`src/rtl/sram_arb.sv`:
```
// sram_arb: two-requester round-robin arbiter in front of an SPI SRAM
// controller, plus a free-running advance strobe generator for that controller.
//
// Ports
//   i_clk, i_rst            clock; asynchronous active-high reset
//   i_a_* / i_b_*           requester side: valid, rd_n_wr (1 = read), addr, wdata
//   o_a_accept / o_b_accept one-cycle pulse when the request is captured
//   o_a_done / o_b_done     one-cycle completion pulse for that requester
//   o_a_rdata / o_b_rdata   last read data completed for that requester
//   o_advance               one-cycle strobe every DIV cycles (constant at DIV=1)
//   o_valid, o_rd_n_wr,
//   o_addr, o_wdata         request to the controller, held until i_accept
//   i_accept                controller took the request
//   i_ready, i_rdata        controller read completion and its data
//   o_busy                  arbiter is not idle
module sram_arb #(
    parameter int DIV = 4
) (
    input  logic        i_clk,
    input  logic        i_rst,
    input  logic        i_a_valid,
    input  logic        i_a_rd_n_wr,
    input  logic [15:0] i_a_addr,
    input  logic [7:0]  i_a_wdata,
    output logic        o_a_accept,
    output logic        o_a_done,
    output logic [7:0]  o_a_rdata,
    input  logic        i_b_valid,
    input  logic        i_b_rd_n_wr,
    input  logic [15:0] i_b_addr,
    input  logic [7:0]  i_b_wdata,
    output logic        o_b_accept,
    output logic        o_b_done,
    output logic [7:0]  o_b_rdata,
    output logic        o_advance,
    output logic        o_valid,
    input  logic        i_accept,
    output logic        o_rd_n_wr,
    output logic [15:0] o_addr,
    output logic [7:0]  o_wdata,
    input  logic        i_ready,
    input  logic [7:0]  i_rdata,
    output logic        o_busy
);

    typedef enum logic [1:0] {
        S_IDLE,
        S_ISSUE,
        S_WAIT_RD
    } state_t;

    localparam logic [7:0] ADV_LAST = 8'(DIV - 1);

    state_t      r_state;
    logic [7:0]  r_adv_cnt;
    logic        r_advance;
    logic        r_last_b;      // last grant went to B; resets to B so A wins first
    logic        r_owner_b;     // owner of the transaction in flight
    logic        r_hold_rd_n_wr;
    logic [15:0] r_hold_addr;
    logic [7:0]  r_hold_wdata;
    logic        r_a_done;
    logic        r_b_done;
    logic [7:0]  r_a_rdata;
    logic [7:0]  r_b_rdata;

    logic        w_idle;
    logic        w_grant_a;
    logic        w_grant_b;

    // Advance strobe: the counter wraps at DIV-1 and the strobe is registered
    // on the wrap, so DIV=1 wraps every cycle and the strobe stays high.
    // NOTE: sequential state uses non-blocking assignments so every register
    // samples the pre-edge values regardless of statement order.
    always_ff @(posedge i_clk or posedge i_rst) begin
        if (i_rst) begin
            r_adv_cnt <= '0;
            r_advance <= 1'b0;
        end else if (r_adv_cnt == ADV_LAST) begin
            r_adv_cnt <= '0;
            r_advance <= 1'b1;
        end else begin
            r_adv_cnt <= r_adv_cnt + 8'd1;
            r_advance <= 1'b0;
        end
    end

    // Round-robin: with both valid, A wins only if B was granted last.
    assign w_idle    = (r_state == S_IDLE);
    assign w_grant_a = i_a_valid & (~i_b_valid | r_last_b);
    assign w_grant_b = i_b_valid & ~w_grant_a;

    // NOTE: the holding and rdata registers are reset as well as the FSM,
    // because they drive outputs that must read 0 while reset is asserted.
    always_ff @(posedge i_clk or posedge i_rst) begin
        if (i_rst) begin
            r_state        <= S_IDLE;
            r_last_b       <= 1'b1;
            r_owner_b      <= 1'b0;
            r_hold_rd_n_wr <= 1'b0;
            r_hold_addr    <= '0;
            r_hold_wdata   <= '0;
            r_a_done       <= 1'b0;
            r_b_done       <= 1'b0;
            r_a_rdata      <= '0;
            r_b_rdata      <= '0;
        end else begin
            r_a_done <= 1'b0;
            r_b_done <= 1'b0;
            case (r_state)
                S_IDLE: begin
                    if (w_grant_a || w_grant_b) begin
                        r_owner_b      <= w_grant_b;
                        r_last_b       <= w_grant_b;
                        r_hold_rd_n_wr <= w_grant_b ? i_b_rd_n_wr : i_a_rd_n_wr;
                        r_hold_addr    <= w_grant_b ? i_b_addr    : i_a_addr;
                        r_hold_wdata   <= w_grant_b ? i_b_wdata   : i_a_wdata;
                        r_state        <= S_ISSUE;
                    end
                end
                S_ISSUE: begin
                    if (i_accept) begin
                        if (r_hold_rd_n_wr) begin
                            r_state <= S_WAIT_RD;
                        end else begin
                            r_a_done <= ~r_owner_b;
                            r_b_done <= r_owner_b;
                            r_state  <= S_IDLE;
                        end
                    end
                end
                S_WAIT_RD: begin
                    if (i_ready) begin
                        if (r_owner_b) begin
                            r_b_rdata <= i_rdata;
                        end else begin
                            r_a_rdata <= i_rdata;
                        end
                        r_a_done <= ~r_owner_b;
                        r_b_done <= r_owner_b;
                        r_state  <= S_IDLE;
                    end
                end
                default: r_state <= S_IDLE;
            endcase
        end
    end

    // Accepts are combinational so the requester sees them in the grant cycle;
    // gated by reset so every output reads 0 while reset is held.
    assign o_a_accept = w_idle & w_grant_a & ~i_rst;
    assign o_b_accept = w_idle & w_grant_b & ~i_rst;

    assign o_a_done   = r_a_done;
    assign o_b_done   = r_b_done;
    assign o_a_rdata  = r_a_rdata;
    assign o_b_rdata  = r_b_rdata;
    assign o_advance  = r_advance;
    assign o_valid    = (r_state == S_ISSUE);
    assign o_rd_n_wr  = r_hold_rd_n_wr;
    assign o_addr     = r_hold_addr;
    assign o_wdata    = r_hold_wdata;
    assign o_busy     = ~w_idle;

endmodule

```
`config.mk`:
```
export PLATFORM = sky130hd
export DESIGN_NAME = sram_arb
export DESIGN_NICKNAME = d
export VERILOG_FILES = /design/src/rtl/sram_arb.sv
export SDC_FILE = /design/constraint.sdc
export NUM_CORES = 1
export LEC_CHECK = 0
export BUFFER_PORTS_ARGS = -buffer_cell sky130_fd_sc_hd__buf_2
export CORE_MARGIN = 10
export CORE_UTILIZATION = 44
export CTS_BUF_LIST = sky130_fd_sc_hd__clkbuf_4
export DETAILED_ROUTE_END_ITERATION = 6
export PLACE_DENSITY = 0.79
export SLEW_MARGIN = 20
export SYNTH_ARGS = -nofsm -noshare
export SYNTH_HDL_FRONTEND = slang
export SYNTH_SLANG_ARGS = --single-unit
```
`constraint.sdc`:
```
create_clock -name i_clk -period 2.55 [get_ports i_clk]
set_input_delay 0.51 -clock i_clk [delete_from_list [all_inputs] [get_ports i_clk]]
set_output_delay 0.51 -clock i_clk [all_outputs]
set_load 0.01 [all_outputs]
```
==> results.py <==
metrics = {
    "die": {
        "initial_core_util_pct": 45.0,
        "io_pins": 112,
        "dieArea_um2": 8940,
        "die_x_um": 94.5,
        "dieHeight_um": 94.5,
        "coreArea_um2": 5440,
        "num_rows": 27,
    },
    "clocking": {
        "path_clk_slew_ns": 0.16,
        "cts.hold.buffers_added": 0,
        "post_cts_buffers": 0,
        "cts_resized": 0,
        "cts_buffers": 5,
        "clock_sinks": 56,
        "clk_latency_ns": 0.37,
        "cts.htree.levels": 2,
        "cts-root-buf": "clkbuf_4",
        "clockBufferDepth": 2,
        "cts_tree": "built",
    },
    "final_layout": {
        "layout.nets": 417,
        "antennaDiodeCount": 0,
        "area_delta_synth_final_pct": 28.0,
        "layout-drive-gt1-share_pct": 41.8,
        "final_util_pct": 57.5,
        "n_fill_cell": 496,
    },
    "routing": {
        "drt-initial-drc-count": 54,
        "detail-route-antenna-nets": 0,
        "drt-total-wl_mm": 6.59,
        "drc_errors": 0,
        "wl_per_cell_um": 15.7,
        "vias": 2109,
        "drt-pass1-iter-count": 4,
        "viasPerCell": 5.01,
    },
    "place": {
        "port_buffers": 111,
        "gp_congestion": 0.786,
        "hpwlAfterDp_mm": 4.98,
        "post-place-ws_ns": 0.862,
    },
    "logic_synthesis": {
        "yosysMostFrequentCell": "dfrtp_1",
        "synth_edf_count": 0,
        "syn-num-nets": 305,
        "ys.flop_type": "dfrtp_1",
        "synth_area_leaders": "dfrtp_1 (56%), a21oi_1 (10%), mux2_2 (7.4%), nand2_1 (4.9%), nor2_1 (4.3%)",
        "ys_async_sr_fraction_pct": 100,
        "yosys-top-cells-count": "dfrtp_1 (55), a21oi_1 (50), nand2_1 (32)",
        "syn_inst": 237,
        "ys_seq_area_share_pct": 57.4,
        "synth_warnings": 0,
        "netlist_area_um2": 2440,
        "synth.top_cell.area_share_pct": 56.3,
        "synth_top_cell_by_area": "dfrtp_1",
        "ys_types": 31,
        "synth_seq_cells": 56,
        "synth_area_per_cell_um2": 10.3,
    },
    "outcome": {
        "status": "finished, final reports clean",
    },
    "timing": {
        "relSlewSlack_pct": 53.0,
        "finalSetupViolations": 0,
        "final_max_slew_viol_count": 0,
        "rsz0062_at_grt": "no",
        "worst_slack_ns": 0.438,
        "setup_tns_ns": 0,
        "worst_slew_pin_slew_ns": 0.705,
        "fmax_mhz": 473,
        "skew_ns": 0.0171,
        "hold_violations": 0,
        "period_share_pct": 82.8,
        "period_minus_slack_ns": 2.11,
    },
    "power_and_ir_drop": {
        "pwr_density_cell_nw_per_um2": 1040,
        "leakagePower_nw": 1.60,
        "peakVddDrop_v": 0.000535,
    },
    "critical_path": {
        "r2r-start": "r_adv_cnt[0]",
        "reg2regPathDepth": 4,
        "critical_path_class": "reg -> out",
        "required_ns": 2.04,
        "r2r-end": "r_adv_cnt[2]",
        "critPathArrivalTime_ns": 1.60,
        "cp-start-kind": "flop",
        "cp-startpoint": "r_state[1]",
        "cp_max_fo": 6,
        "cp-end-kind": "output pin",
        "reg2reg_slack_ns": 0.89,
    },
    "hold_path": {
        "hp-class": "in -> reg",
        "whs_path_depth": 3,
        "worstHoldEndpoint": "o_wdata[1]",
        "hp-start": "i_a_wdata[1]",
    },
    "grt": {
        "grt_pass1_vias": 2117,
        "grtUsageTotal_pct": 14.5,
        "antenna_found_initial": 0,
        "grt_pass1_wl_mm": 10.4,
        "grt_max_degree": 57,
        "overflow": 0,
    },
    "flow_run": {
        "drv_cap": 0,
    },
}
[area by class of cell]
| type | instances | area [um2] | share of cell area [%] |
|---|---|---|---|
| clock buffer | 5 | 37.5 | 1.20 |
| clock inverter | 2 | 7.51 | 0.240 |
| inverter | 6 | 26.3 | 0.840 |
| multi-input combinational | 164 | 972 | 31.1 |
| sequential | 56 | 1400 | 44.8 |
| tap | 72 | 90.1 | 2.88 |
| timing repair buffer | 116 | 593 | 19.0 |
[metrics by stage]
step	area [um2]	total power [mW]	instances	hold WS [ns]
6_report	3130	3.24	421	0.343
5_1_grt	3130	3.50	421	0.332
4_1_cts	3130	3.29	421	0.322
3_5_place_dp	3080	2.93	414	0.470
3_3_place_gp	3080	2.88	414	0.452
2_1_floorplan	2450	2.31	237	0.433
[state kept, by name (all words and copies together), names as in the netlist]
register   cells
r_owner_b      1
o_addr        16
o_advance      1
o_wdata        8
o_a_done       1
r_state        2
o_b_rdata      8
r_adv_cnt      8
o_a_rdata      8
o_b_done       1
o_rd_n_wr      1
r_last_b       1
[worst max-delay path, stage by stage (launching register included)]
cell and delay, ns:
dfrtp_1 0.42, inv_1 0.10, ha_1 0.31, inv_1 0.09, nor3_1 0.18, buf_2 0.16
[cell families (layout without fill, tap and decap cells)]
kind of cell,count (synthesis),after routing,synth area share (%)
muxes,17,17,7.78
xor gates and xnor gates,5,5,1.79
and+or+nand+nor,76,76,14.0
DFF,56,56,57.4
buffers and inverters,17,129,3.02
adders and majority gates,4,4,2.05
AOI/OAI and AO/OA,62,62,14.0
[per-layer routing]
metal,up-vias,GRT usage (%),share of wire [%]
li1,1029,-,-
met1,1012,16.3,38
met2,57,25.5,54
met3,11,4.20,5.9
met4,0,5.36,2.1
met5,-,0,0
[layout by cell type (no fill, tap or decap), drive strengths merged, types with 2 or more instances in the layout]
master,instances
a21oi,50
and3,2
buf,116
clkbuf,5
clkinv,2
dfrtp,55
ha,4
inv,5
mux2,16
nand2,32
nand3,4
nor2,28
nor2b,3
nor3,3
o21ai,5
xnor2,3
xor2,2
[worst max path at each step]
| stage | end | cells after the start | slack (ns) |
|---|---|---|---|
| after CTS | o_b_accept | 5 | 0.43 |
| final | o_b_accept | 5 | 0.44 |
| after global routing | o_b_accept | 5 | 0.31 |
| after detailed placement | o_b_accept | 5 | 0.86 |
| after global placement | o_b_accept | 4 | 0.89 |
| after floorplan | o_a_accept | 2 | 0.38 |
[report_power, final]
part	internal (mW)	total, mW	leakage, nW	switching [mW]
clock	0.0973	0.357	0.0261	0.259
combinational	0.633	1.46	0.895	0.825
sequential	1.25	1.43	0.677	0.180
Power figures use the tool's default switching activity.
